`config.mk`:
```
export PLATFORM = sky130hd
export DESIGN_NAME = data_step_sequencer
export DESIGN_NICKNAME = d
export VERILOG_FILES = /design/src/rtl/data_step_sequencer.sv
export SDC_FILE = /design/constraint.sdc
export NUM_CORES = 1
export LEC_CHECK = 0
export BUFFER_PORTS_ARGS = -buffer_cell sky130_fd_sc_hd__clkbuf_2
export CAP_MARGIN = 20
export CELL_PAD_IN_SITES_DETAIL_PLACEMENT = 0
export CELL_PAD_IN_SITES_GLOBAL_PLACEMENT = 1
export CORE_ASPECT_RATIO = 1.2
export CORE_MARGIN = 2
export CORE_UTILIZATION = 48
export DETAILED_ROUTE_END_ITERATION = 7
export PLACE_DENSITY = 0.94
export SYNTH_ARGS = -nofsm -noshare
export SYNTH_HDL_FRONTEND = slang
export SYNTH_SLANG_ARGS = --single-unit
```
`constraint.sdc`:
```
create_clock -name clk -period 3.6 [get_ports clk]
set_clock_uncertainty 0.1 [all_clocks]
set_input_delay 0.36 -clock clk [delete_from_list [all_inputs] [get_ports clk]]
set_output_delay 0.36 -clock clk [all_outputs]
set_load 0.01 [all_outputs]
```
`src/rtl/data_step_sequencer.sv`:
```
// Table-driven stimulus sequencer: plays table[0..count_eff-1] on data_out,
// holding each entry for hold_eff cycles, then pulses done for one cycle.
module data_step_sequencer #(
   parameter int DATA_W = 4,
   parameter int DEPTH  = 4,
   parameter int HOLD_W = 4,
   localparam int ADDR_W = $clog2(DEPTH),
   localparam int CNT_W  = ADDR_W + 1
) (
   input  logic              clk,
   input  logic              rst_n,
   input  logic              wr_en,
   input  logic [ADDR_W-1:0] wr_addr,
   input  logic [DATA_W-1:0] wr_data,
   input  logic [HOLD_W-1:0] hold,
   input  logic [CNT_W-1:0]  count,
   input  logic              start,
   input  logic              abort,
   output logic [DATA_W-1:0] data_out,
   output logic              data_valid,
   output logic [ADDR_W-1:0] step_idx,
   output logic              busy,
   output logic              done
);

   typedef enum logic [1:0] {IDLE, PLAY, DONE} state_t;

   state_t              state_q, state_d;
   logic [DATA_W-1:0]   mem_q [DEPTH];
   logic [HOLD_W-1:0]   hold_q, hold_d, hcnt_q, hcnt_d, hold_eff;
   logic [CNT_W-1:0]    count_q, count_d, count_eff;
   logic [ADDR_W-1:0]   step_q, step_d, next_idx;
   logic [DATA_W-1:0]   data_q, data_d;
   logic                valid_q, valid_d, busy_q, busy_d, done_q, done_d;
   logic                we, last_hold, last_step;

   assign hold_eff  = (hold == '0) ? HOLD_W'(1) : hold;
   assign count_eff = (count == '0 || count > CNT_W'(DEPTH)) ? CNT_W'(DEPTH) : count;
   assign next_idx  = step_q + ADDR_W'(1);
   assign last_hold = (hcnt_q == hold_q - HOLD_W'(1));
   assign last_step = ({1'b0, step_q} == count_q - CNT_W'(1));

   always_comb begin
      state_d = state_q;
      hold_d  = hold_q;
      count_d = count_q;
      hcnt_d  = hcnt_q;
      step_d  = step_q;
      data_d  = data_q;
      valid_d = valid_q;
      busy_d  = busy_q;
      done_d  = 1'b0;
      we      = 1'b0;
      case (state_q)
         IDLE: begin
            // start takes priority over a same-cycle table write
            if (start && !abort) begin
               state_d = PLAY;
               hold_d  = hold_eff;
               count_d = count_eff;
               hcnt_d  = '0;
               step_d  = '0;
               data_d  = mem_q[0];
               valid_d = 1'b1;
               busy_d  = 1'b1;
            end else begin
               we = wr_en;
            end
         end
         PLAY: begin
            if (abort) begin
               state_d = IDLE;
               hcnt_d  = '0;
               valid_d = 1'b0;
               busy_d  = 1'b0;
            end else if (!last_hold) begin
               hcnt_d = hcnt_q + HOLD_W'(1);
            end else if (!last_step) begin
               hcnt_d = '0;
               step_d = next_idx;
               data_d = mem_q[next_idx];
            end else begin
               state_d = DONE;
               hcnt_d  = '0;
               valid_d = 1'b0;
               busy_d  = 1'b0;
               done_d  = 1'b1;
            end
         end
         DONE: begin
            state_d = IDLE;
            we      = wr_en;
         end
         default: state_d = IDLE;
      endcase
   end

   always_ff @(posedge clk or negedge rst_n) begin
      if (!rst_n) begin
         state_q <= IDLE;
         hold_q  <= '0;
         count_q <= '0;
         hcnt_q  <= '0;
         step_q  <= '0;
         data_q  <= '0;
         valid_q <= 1'b0;
         busy_q  <= 1'b0;
         done_q  <= 1'b0;
      end else begin
         state_q <= state_d;
         hold_q  <= hold_d;
         count_q <= count_d;
         hcnt_q  <= hcnt_d;
         step_q  <= step_d;
         data_q  <= data_d;
         valid_q <= valid_d;
         busy_q  <= busy_d;
         done_q  <= done_d;
      end
   end

   always_ff @(posedge clk or negedge rst_n) begin
      if (!rst_n) begin
         for (int i = 0; i < DEPTH; i++) mem_q[i] <= '0;
      end else if (we) begin
         mem_q[wr_addr] <= wr_data;
      end
   end

   assign data_out   = data_q;
   assign data_valid = valid_q;
   assign step_idx   = step_q;
   assign busy       = busy_q;
   assign done       = done_q;

endmodule
```
==> results_dict.tcl, run 1 <==
set metrics [dict create \
    p_comb_share_pct 30.2 \
    synth_warnings 0 \
    syn_inst 160 \
    seq_power_share_pct 47.9 \
    antenna_found_initial 0 \
    cts_buffers 5 \
    clk_pin_slew_ns 0.07 \
    relSlewSlack_pct 37.2 \
    first_pass_iters 4 \
    grt_pass1_wl_mm 6.47 \
    clkLatencyLatePin_ns 0.29 \
    syn_area_mm2 0.00185 \
    final_util_pct 57.3 \
    period_share_pct 62.7 \
    p_int_mw 0.856 \
    clockPowerShare_pct 21.9 \
    cts_root_buf "clkbuf_8" \
    critPathSlowestCell "o31a_4" \
    wirelength_mm 3.79 \
    fill_cells 342 \
    grt_use_met3_pct 6.60 \
    ant_nets 0 \
    cp-startpoint "hold_q[0]" \
    yosysUniqueCellTypes 35 \
    first_iter_violations 48 \
    cts_setup_buffers 0 \
    worstMarginPinSlew_ns 0.943 \
    start_kind "flop" \
    hold_viol 0 \
    cts_resized 0 \
    hold_buffers 0 \
    worstHoldPathType "in2async" \
    rsz0062_at_grt "no" \
    path_cells "inv_1, ha_1, xnor3_1, nand3_1, o31a_4, a221o_1" \
    use_met2_pct 34.6 \
    viasPerCell 5.43 \
    power.share.switching_pct 33.2 \
    cts_buffer_depth 2 \
    start_util_pct 50.4 \
    finalSetupViolCount 0 \
    ir_drop_mv 0.379 \
    use_met1_pct 22.9 \
    grt_max_degree 38 \
    fin_total_pwr_mw 1.28 \
    syn_area_per_cell_um2 11.5 \
    power.density_mw_per_mm2 610 \
    layout_commonest_cell "dfrtp_1" \
    route.detailed.drc 0 \
    gp_congestion 0.768 \
    grt_busiest_layer "met2" \
    dieArea_mm2 0.00436 \
    grt-ovfl-total 0 \
    critPathKind "reg2reg" \
    endpoint "step_idx[1]" \
    core_area_mm2 0.00366 \
    crit-reg2reg-launch "hold_q[0]" \
    syn_to_final_growth_pct 13.8 \
    pre_cts_slack_ns 1.34 \
    finalSetupTns_ns 0 \
    antenna_cells 0 \
    avgRoutedWirePerCell_um 15.7 \
    critPathBufInv 1 \
    synth_nets 182 \
    cp.required_ns 3.68 \
    hpwl_mm 2.90 \
    p_switching_mw 0.425 \
    path_delay_family "compound AO/OA/AOI/OAI gates" \
    synth.yosys.seq_area_share_pct 50.2 \
    dieWidth_um 60.6 \
    fin_nets 210 \
    vias 1308 \
    final_cell_mix "dfrtp_1 (37), clkbuf_2 (26), mux2_2 (20)" \
    drive_above_1_share_pct 31.2 \
    r2r_cells 6 \
    cts.htree.levels 2 \
    placementRows 24 \
    end_kind "flop" \
    ys_ff_latch 37 \
    fmax_mhz 443 \
    cp.depth 6 \
    cp.arrival_ns 2.34 \
    fin_hold_ws_ns 0.100 \
    tritoncts "yes" \
    cp_max_fo 9 \
    period_minus_slack_ns 2.26 \
    status "complete, no violations" \
    fp.dieH_um 71.9 \
    p_leak_nw 0.960 \
    timing.final.ws_setup_ns 1.34 \
    cap_violations 0 \
    slew_viol_final 0 \
    grt_pass1_vias 1443 \
    port-buffer-count 26 \
    slowest_delay_ns 0.45 \
    io_pins 27 \
    rrSetupSlack_ns 1.34 \
    cts_sinks 37 \
    grt_use_total_pct 20.2 \
    r2r_end "step_idx[1]" \
]
-- synthesized netlist by cell type --
| cell | n | share of area (%) |
|---|---|---|
| dfrtp_1 | 37 | 50 |
| mux2_2 | 20 | 12 |
| nand2_1 | 17 | 3.5 |
| o21ai_0 | 11 | 3.0 |
| inv_1 | 8 | 1.6 |
| nor2b_1 | 6 | 2.0 |
| nor3_1 | 6 | 1.6 |
| a22o_1 | 4 | 1.9 |
| ha_1 | 4 | 2.7 |
| mux2i_1 | 4 | 2.2 |
| o2bb2ai_1 | 4 | 1.9 |
| xor2_1 | 4 | 1.9 |
| clkbuf_1 | 3 | 0.61 |
| nand3_1 | 3 | 0.81 |
| nor4_1 | 3 | 1.0 |
| nand3b_1 | 2 | 0.81 |
| nor3b_1 | 2 | 0.81 |
| o311ai_0 | 2 | 0.95 |
| or2_2 | 2 | 0.68 |
| or3b_4 | 2 | 1.2 |
| xnor2_1 | 2 | 0.95 |
| a221o_1 | 1 | 0.54 |
| a31o_1 | 1 | 0.47 |
| buf_1 | 1 | 0.20 |
| buf_4 | 1 | 0.41 |
| mux2_1 | 1 | 0.61 |
| nand2b_1 | 1 | 0.34 |
| nand4_1 | 1 | 0.34 |
| nor2_1 | 1 | 0.20 |
| o2111ai_1 | 1 | 0.47 |
| o211ai_1 | 1 | 0.41 |
| o21bai_1 | 1 | 0.41 |
| o31a_4 | 1 | 0.95 |
| xnor2_2 | 1 | 0.88 |
| xnor3_1 | 1 | 1.2 |
-- layout make-up --
class | instances | area (um2) | share of cell area, %
clock buffer | 6 | 72.6 | 3.45
multi-input combinational | 110 | 867 | 41.3
inverter | 8 | 30.0 | 1.43
timing repair buffer | 26 | 130 | 6.19
sequential | 37 | 926 | 44.1
tap | 52 | 65.1 | 3.10
clock inverter | 2 | 10.0 | 0.476
-- layer usage --
layer / vias to the layer above / part of all wire, % / routed length, um
met2: 24 / 54 / 2060
met5: - / 0 / 0
met3: 10 / 4.2 / 158
met1: 648 / 39 / 1490
li1: 626 / - / -
met4: 0 / 2.2 / 82
-- per-stage QoR --
step / instance area (um2) / instances
2_1_floorplan: 1850 / 160
3_3_place_gp: 2020 / 233
3_5_place_dp: 2020 / 233
4_1_cts: 2100 / 241
5_1_grt: 2100 / 241
6_report: 2100 / 241
-- sequential cells by signal, summed over array words and instances, names as in the netlist --
register  cells
data_out      4
step_idx      2
hold_q        4
state_q       2
busy          1
mem_q        16
hcnt_q        4
count_q       3
done          1
-- power groups by stage --
stage | logic, mW | registers, mW | clock network, mW
6_report | 0.387 | 0.614 | 0.280
3_3_place_gp | 0.370 | 0.614 | 0
3_5_place_dp | 0.391 | 0.621 | 0
4_1_cts | 0.393 | 0.614 | 0.285
5_1_grt | 0.430 | 0.629 | 0.310
2_1_floorplan | 0.291 | 0.595 | 0
-- logic make-up after synthesis --
family,share of synthesized area (%)
xor gates and xnor gates,4.95
and+or+nand+nor,13.4
buffers and inverters,2.85
muxes,15.0
DFF,50.2
adders and majority gates,2.71
AOI/OAI and AO/OA,11.0
-- worst min-delay path by stage --
stage	depth (start not counted)	to	slack [ns]
floorplan	0	busy	-0.04
CTS	1	count_q[1]	0.12
global route	1	hold_q[1]	0.16
global placement	2	count_q[2]	0.39
detailed placement	1	data_out[2]	0.38
finish	1	busy	0.1
No activity file was read; power rests on OpenSTA's default activity.
==> run 2, diff against run 1 <==
--- a/config.mk
+++ b/config.mk
@@ -11,9 +11,9 @@
 export CELL_PAD_IN_SITES_GLOBAL_PLACEMENT = 1
 export CORE_ASPECT_RATIO = 1.2
 export CORE_MARGIN = 2
-export CORE_UTILIZATION = 48
+export CORE_UTILIZATION = 40
 export DETAILED_ROUTE_END_ITERATION = 7
-export PLACE_DENSITY = 0.94
+export PLACE_DENSITY = 0.85
 export SYNTH_ARGS = -nofsm -noshare
 export SYNTH_HDL_FRONTEND = slang
 export SYNTH_SLANG_ARGS = --single-unit
==> constraint.sdc (replaced) <==
create_clock -name clk -period 1.99 [get_ports clk]
set_clock_uncertainty 0.1 [all_clocks]
set_input_delay 0.199 -clock clk [delete_from_list [all_inputs] [get_ports clk]]
set_output_delay 0.199 -clock clk [all_outputs]
set_load 0.01 [all_outputs]
==> results_dict.tcl, run 2 (synthesis gave the netlist of run 1 again) <==
set metrics [dict create \
    status "complete, no violations" \
    first_pass_iters 4 \
    cp.arrival_ns 2.00 \
    worstHoldPathType "in2reg" \
    dieArea_mm2 0.00518 \
    grt_pass1_wl_mm 6.01 \
    rsz0062_at_grt "no" \
    avgRoutedWirePerCell_um 13.5 \
    cap_violations 0 \
    clockPowerShare_pct 22.4 \
    cts_sinks 37 \
    relSlewSlack_pct 63.6 \
    seq_power_share_pct 42.3 \
    clk_pin_slew_ns 0.07 \
    grt_max_degree 24 \
    period_minus_slack_ns 1.93 \
    placementRows 27 \
    stdcell_area_mm2 0.00232 \
    fp.dieH_um 78.4 \
    antenna_found_initial 0 \
    vias 1367 \
    grt_pass1_vias 1332 \
    p_int_mw 1.73 \
    gp_congestion 0.760 \
    placed_cell_area_mm2 0.00218 \
    critPathSlowestCell "dfrtp_1" \
    drive_above_1_share_pct 40.5 \
    period_share_pct 96.8 \
    p_comb_share_pct 35.4 \
    wirelength_mm 3.63 \
    p_leak_nw 1.08 \
    r2r_cells 4 \
    antenna_cells 0 \
    ir_drop_mv 0.618 \
    tritoncts "yes" \
    cp_max_fo 6 \
    cts_root_buf "clkbuf_8" \
    viasPerCell 5.10 \
    hold_depth 3 \
    hold_viol 0 \
    layout_commonest_cell "dfrtp_1" \
    hpwl_mm 2.89 \
    start_kind "flop" \
    cp.required_ns 2.06 \
    path_cells "or3b_4, a31o_1, o31a_4, a221o_1" \
    first_iter_violations 60 \
    cts_buffer_depth 2 \
    max_flop_register "mem_q" \
    p_switching_mw 0.783 \
    port-buffer-count 26 \
    power.share.switching_pct 31.2 \
    final_util_pct 51.3 \
    slowest_delay_ns 0.42 \
    cts_buffers 5 \
    fin_nets 231 \
    core_area_mm2 0.00453 \
    dieWidth_um 66.0 \
    slew_viol_final 0 \
    final_cell_mix "dfrtp_1 (37), clkbuf_2 (26), mux2_2 (20)" \
    start_util_pct 40.8 \
    grt-ovfl-total 0 \
    end_kind "flop" \
    route.detailed.drc 0 \
    finalSetupViolCount 0 \
    io_pins 27 \
    power.density_mw_per_mm2 1080 \
    syn_to_final_growth_pct 25.8 \
    fin_hold_ws_ns 0.0271 \
    ant_nets 0 \
    clkLatencyLatePin_ns 0.28 \
    worstMarginPinSlew_ns 0.546 \
    grt_use_total_pct 15.4 \
    critPathKind "reg2reg" \
    fmax_mhz 519 \
    largest_register_ff_count 16 \
    cts.htree.levels 2 \
]
run 2: layout make-up:
cell class                 instances  area [um2]
timing repair buffer              47         303
fill                             423        2200
clock buffer                       7        96.3
clock inverter                     1        5.00
inverter                           8        30.0
sequential                        37         926
tap                               58        72.6
multi-input combinational        110         890
run 2: power groups by stage:
| stage | Combinational [mW] | Clock (mW) | Sequential, mW |
|---|---|---|---|
| 3_3_place_gp | 0.848 | 0 | 1.07 |
| 4_1_cts | 0.875 | 0.581 | 1.06 |
| 5_1_grt | 0.983 | 0.623 | 1.08 |
| 6_report | 0.889 | 0.562 | 1.06 |
| 2_1_floorplan | 0.533 | 0 | 1.08 |
| 3_5_place_dp | 0.865 | 0 | 1.08 |
run 2: metrics by stage:
stage                     setup slack (ns)  power, mW  TNS (ns)  instances
final                               0.0636       2.51         0        268
after global routing               0.00573       2.69         0        268
after CTS                           0.0421       2.52         0        267
after detailed placement          -0.00280       1.94  -0.00280        257
after global placement              0.0308       1.92         0        257
after floorplan                   0.000667       1.61         0        160
run 2: final timing paths:
kind	end	slack, ns	start
max reg2reg	step_idx[1]	0.06	state_q[1]
max	step_idx[1]	0.06	state_q[1]
min in group asynchronous	hcnt_q[0]	0.33	rst_n
min reg2reg	mem_q[0]	0.40	mem_q[0]
max in group asynchronous	data_out[0]	0.94	rst_n
min	hold_q[2]	0.03	hold[2]
run 2: layer usage:
metal | GRT usage [%] | wire, um
met1 | 17.2 | 1480
met4 | 4.90 | 47
met2 | 28.0 | 1990
met3 | 3.87 | 112
met5 | 0 | 0
run 2: timing repair:
item	4_1_cts	5_1_grt
setup endpoints to repair	1	2
pin swaps	2	3
hold endpoints to repair	21	0
setup buffers	1	1
hold buffers	1	0
gates resized for setup	0	4
run 2: worst max-delay path: cells and delay by family, from the launching register on:
| kind | cells | cell delay [ns] |
|---|---|---|
| and+or+nand+nor | 1 | 0.39 |
| AOI/OAI and AO/OA | 3 | 0.90 |
| DFF | 1 | 0.42 |
==> run 3, diff against run 2 <==
--- a/config.mk
+++ b/config.mk
@@ -6,14 +6,14 @@
 export NUM_CORES = 1
 export LEC_CHECK = 0
 export BUFFER_PORTS_ARGS = -buffer_cell sky130_fd_sc_hd__clkbuf_2
-export CAP_MARGIN = 20
+export CAP_MARGIN = 40
 export CELL_PAD_IN_SITES_DETAIL_PLACEMENT = 0
 export CELL_PAD_IN_SITES_GLOBAL_PLACEMENT = 1
 export CORE_ASPECT_RATIO = 1.2
 export CORE_MARGIN = 2
 export CORE_UTILIZATION = 40
 export DETAILED_ROUTE_END_ITERATION = 7
-export PLACE_DENSITY = 0.85
+export PLACE_DENSITY = 0.84
 export SYNTH_ARGS = -nofsm -noshare
 export SYNTH_HDL_FRONTEND = slang
 export SYNTH_SLANG_ARGS = --single-unit
==> results_dict.tcl, run 3 (synthesis gave the netlist of run 1 again) <==
set metrics [dict create \
    placementRows 27 \
    power.density_mw_per_mm2 1160 \
    met2_length_mm 2.15 \
    first_iter_violations 40 \
    grt_use_total_pct 16.6 \
    seq_area_um2 926 \
    cts_buffer_depth 2 \
    syn_to_final_growth_pct 29.3 \
    max_flop_register "mem_q" \
    seq_power_share_pct 38.4 \
    cts_sinks 37 \
    start_util_pct 40.8 \
    ant_nets 0 \
    ir_drop_mv 0.600 \
    fmax_mhz 518 \
    drive_above_1_share_pct 42.2 \
    dieArea_mm2 0.00518 \
    grt_pass1_wl_mm 6.33 \
    period_share_pct 97.0 \
    route.detailed.drc 0 \
    gp_congestion 0.737 \
    fin_hold_ws_ns 0.0189 \
    power.share.switching_pct 30.2 \
    cp_max_fo 6 \
    cp.required_ns 2.07 \
    status "complete, no violations" \
    antenna_cells 0 \
    multi_input_area_um2 913 \
    grt_max_degree 38 \
    core_area_mm2 0.00453 \
    grt-ovfl-total 0 \
    end_kind "flop" \
    largest_register_ff_count 16 \
    worstMarginPinSlew_ns 0.470 \
    clockPowerShare_pct 28.0 \
    fin_nets 232 \
    first_pass_iters 4 \
    final_cell_mix "dfrtp_1 (37), clkbuf_2 (26), mux2_2 (20), buf_4 (20), nand2_1 (17)" \
    hpwl_mm 2.89 \
    finalSetupViolCount 0 \
    io_pins 27 \
    cp.arrival_ns 2.01 \
    highest_layer "met4" \
    port-buffer-count 26 \
    p_switching_mw 0.837 \
    critPathKind "reg2reg" \
    period_minus_slack_ns 1.93 \
    antenna_found_initial 0 \
    start_kind "flop" \
    fp.dieH_um 78.4 \
    cap_violations 0 \
    grt_pass1_vias 1325 \
    slew_viol_final 0 \
    tritoncts "yes" \
    layout_commonest_cell "dfrtp_1" \
    placed_cell_area_mm2 0.00217 \
    dr_wl_met3_um 126 \
    drt-met1-wl_mm 1.63 \
    p_int_mw 1.94 \
    cts_root_buf "clkbuf_8" \
    viasPerCell 5.06 \
    worstHoldPathType "in2reg" \
    clk_pin_slew_ns 0.08 \
    dieWidth_um 66.0 \
    clkLatencyLatePin_ns 0.29 \
    fill_cells 423 \
    cts_buffers 5 \
    vias 1362 \
    stdcell_area_mm2 0.00239 \
    cts.htree.levels 2 \
    avgRoutedWirePerCell_um 14.7 \
    hold_viol 0 \
    p_comb_share_pct 33.7 \
    p_leak_nw 1.10 \
    wirelength_mm 3.95 \
    relSlewSlack_pct 68.7 \
]
[run 3: cell types whose count changed in the layout (fill, tap and decap cells not counted)]
cell | before | now
bufinv_16 | 0 | 2
clkbuf_8 | 7 | 5
inv_1 | 6 | 5
nor3_4 | 0 | 1
buf_4 | 19 | 20
ha_4 | 1 | 2
nor3_1 | 5 | 4
inv_2 | 2 | 3
ha_1 | 3 | 2
[run 3: worst paths after layout]
path	depth (start not counted)	slack [ns]	to	from
min in group asynchronous	3	0.37	hcnt_q[3]	rst_n
hold reg to reg	2	0.41	hold_q[3]	hold_q[3]
setup / recovery	4	0.06	step_idx[1]	state_q[1]
setup reg to reg	4	0.06	step_idx[1]	state_q[1]
max in group asynchronous	3	1.08	hold_q[3]	rst_n
hold / removal	3	0.02	hold_q[2]	hold[2]
[run 3: final cells by class]
| class | instances | area share (%) |
|---|---|---|
| well taps | 58 | 3.04 |
| flip-flops and latches | 37 | 38.8 |
| repair buffers | 48 | 13.0 |
| clock buffers | 5 | 2.88 |
| multi-input cells | 110 | 38.3 |
| inverters | 8 | 1.26 |
| clock inverters | 3 | 2.73 |
[run 3: per-stage QoR]
stage	power [mW]	utilization, %	cells	worst slack, ns	TNS (ns)
3_5_place_dp	1.94	48.0	256	-0.00238	-0.00238
5_1_grt	2.94	52.7	269	-0.000176	-0.000176
2_1_floorplan	1.61	-	160	0.000667	0
4_1_cts	2.74	51.5	267	0.00880	0
3_3_place_gp	1.92	48.0	256	0.0289	0
6_report	2.77	52.7	269	0.0588	0
[run 3: per-layer routing]
| layer | global-route usage (%) | vias to the layer above |
|---|---|---|
| li1 | - | 674 |
| met1 | 19.5 | 661 |
| met2 | 28.9 | 22 |
| met3 | 4.44 | 5 |
| met4 | 5.92 | 0 |
| met5 | 0 | - |
[run 3: timing repair]
action / CTS / global route
pin swaps: 2 / 4
endpoints found under the hold margin: 37 / 0
setup buffers: 2 / 2
setup endpoints to repair: 1 / 9
hold buffers: 1 / 0
gates resized for setup: 0 / 8
[run 3: power by group through the flow]
stage	Combinational, mW	Clock (mW)	Sequential [mW]
floorplan	0.533	0	1.08
global placement	0.848	0	1.07
detailed placement	0.865	0	1.08
CTS	0.886	0.794	1.06
global route	1.02	0.824	1.09
finish	0.935	0.776	1.06
[run 3: critical path, cell delays in order, from the launching register on]
cell and delay, ns:
dfrtp_1 0.42, or3b_4 0.39, a31o_1 0.22, o31a_4 0.37, a221o_1 0.31
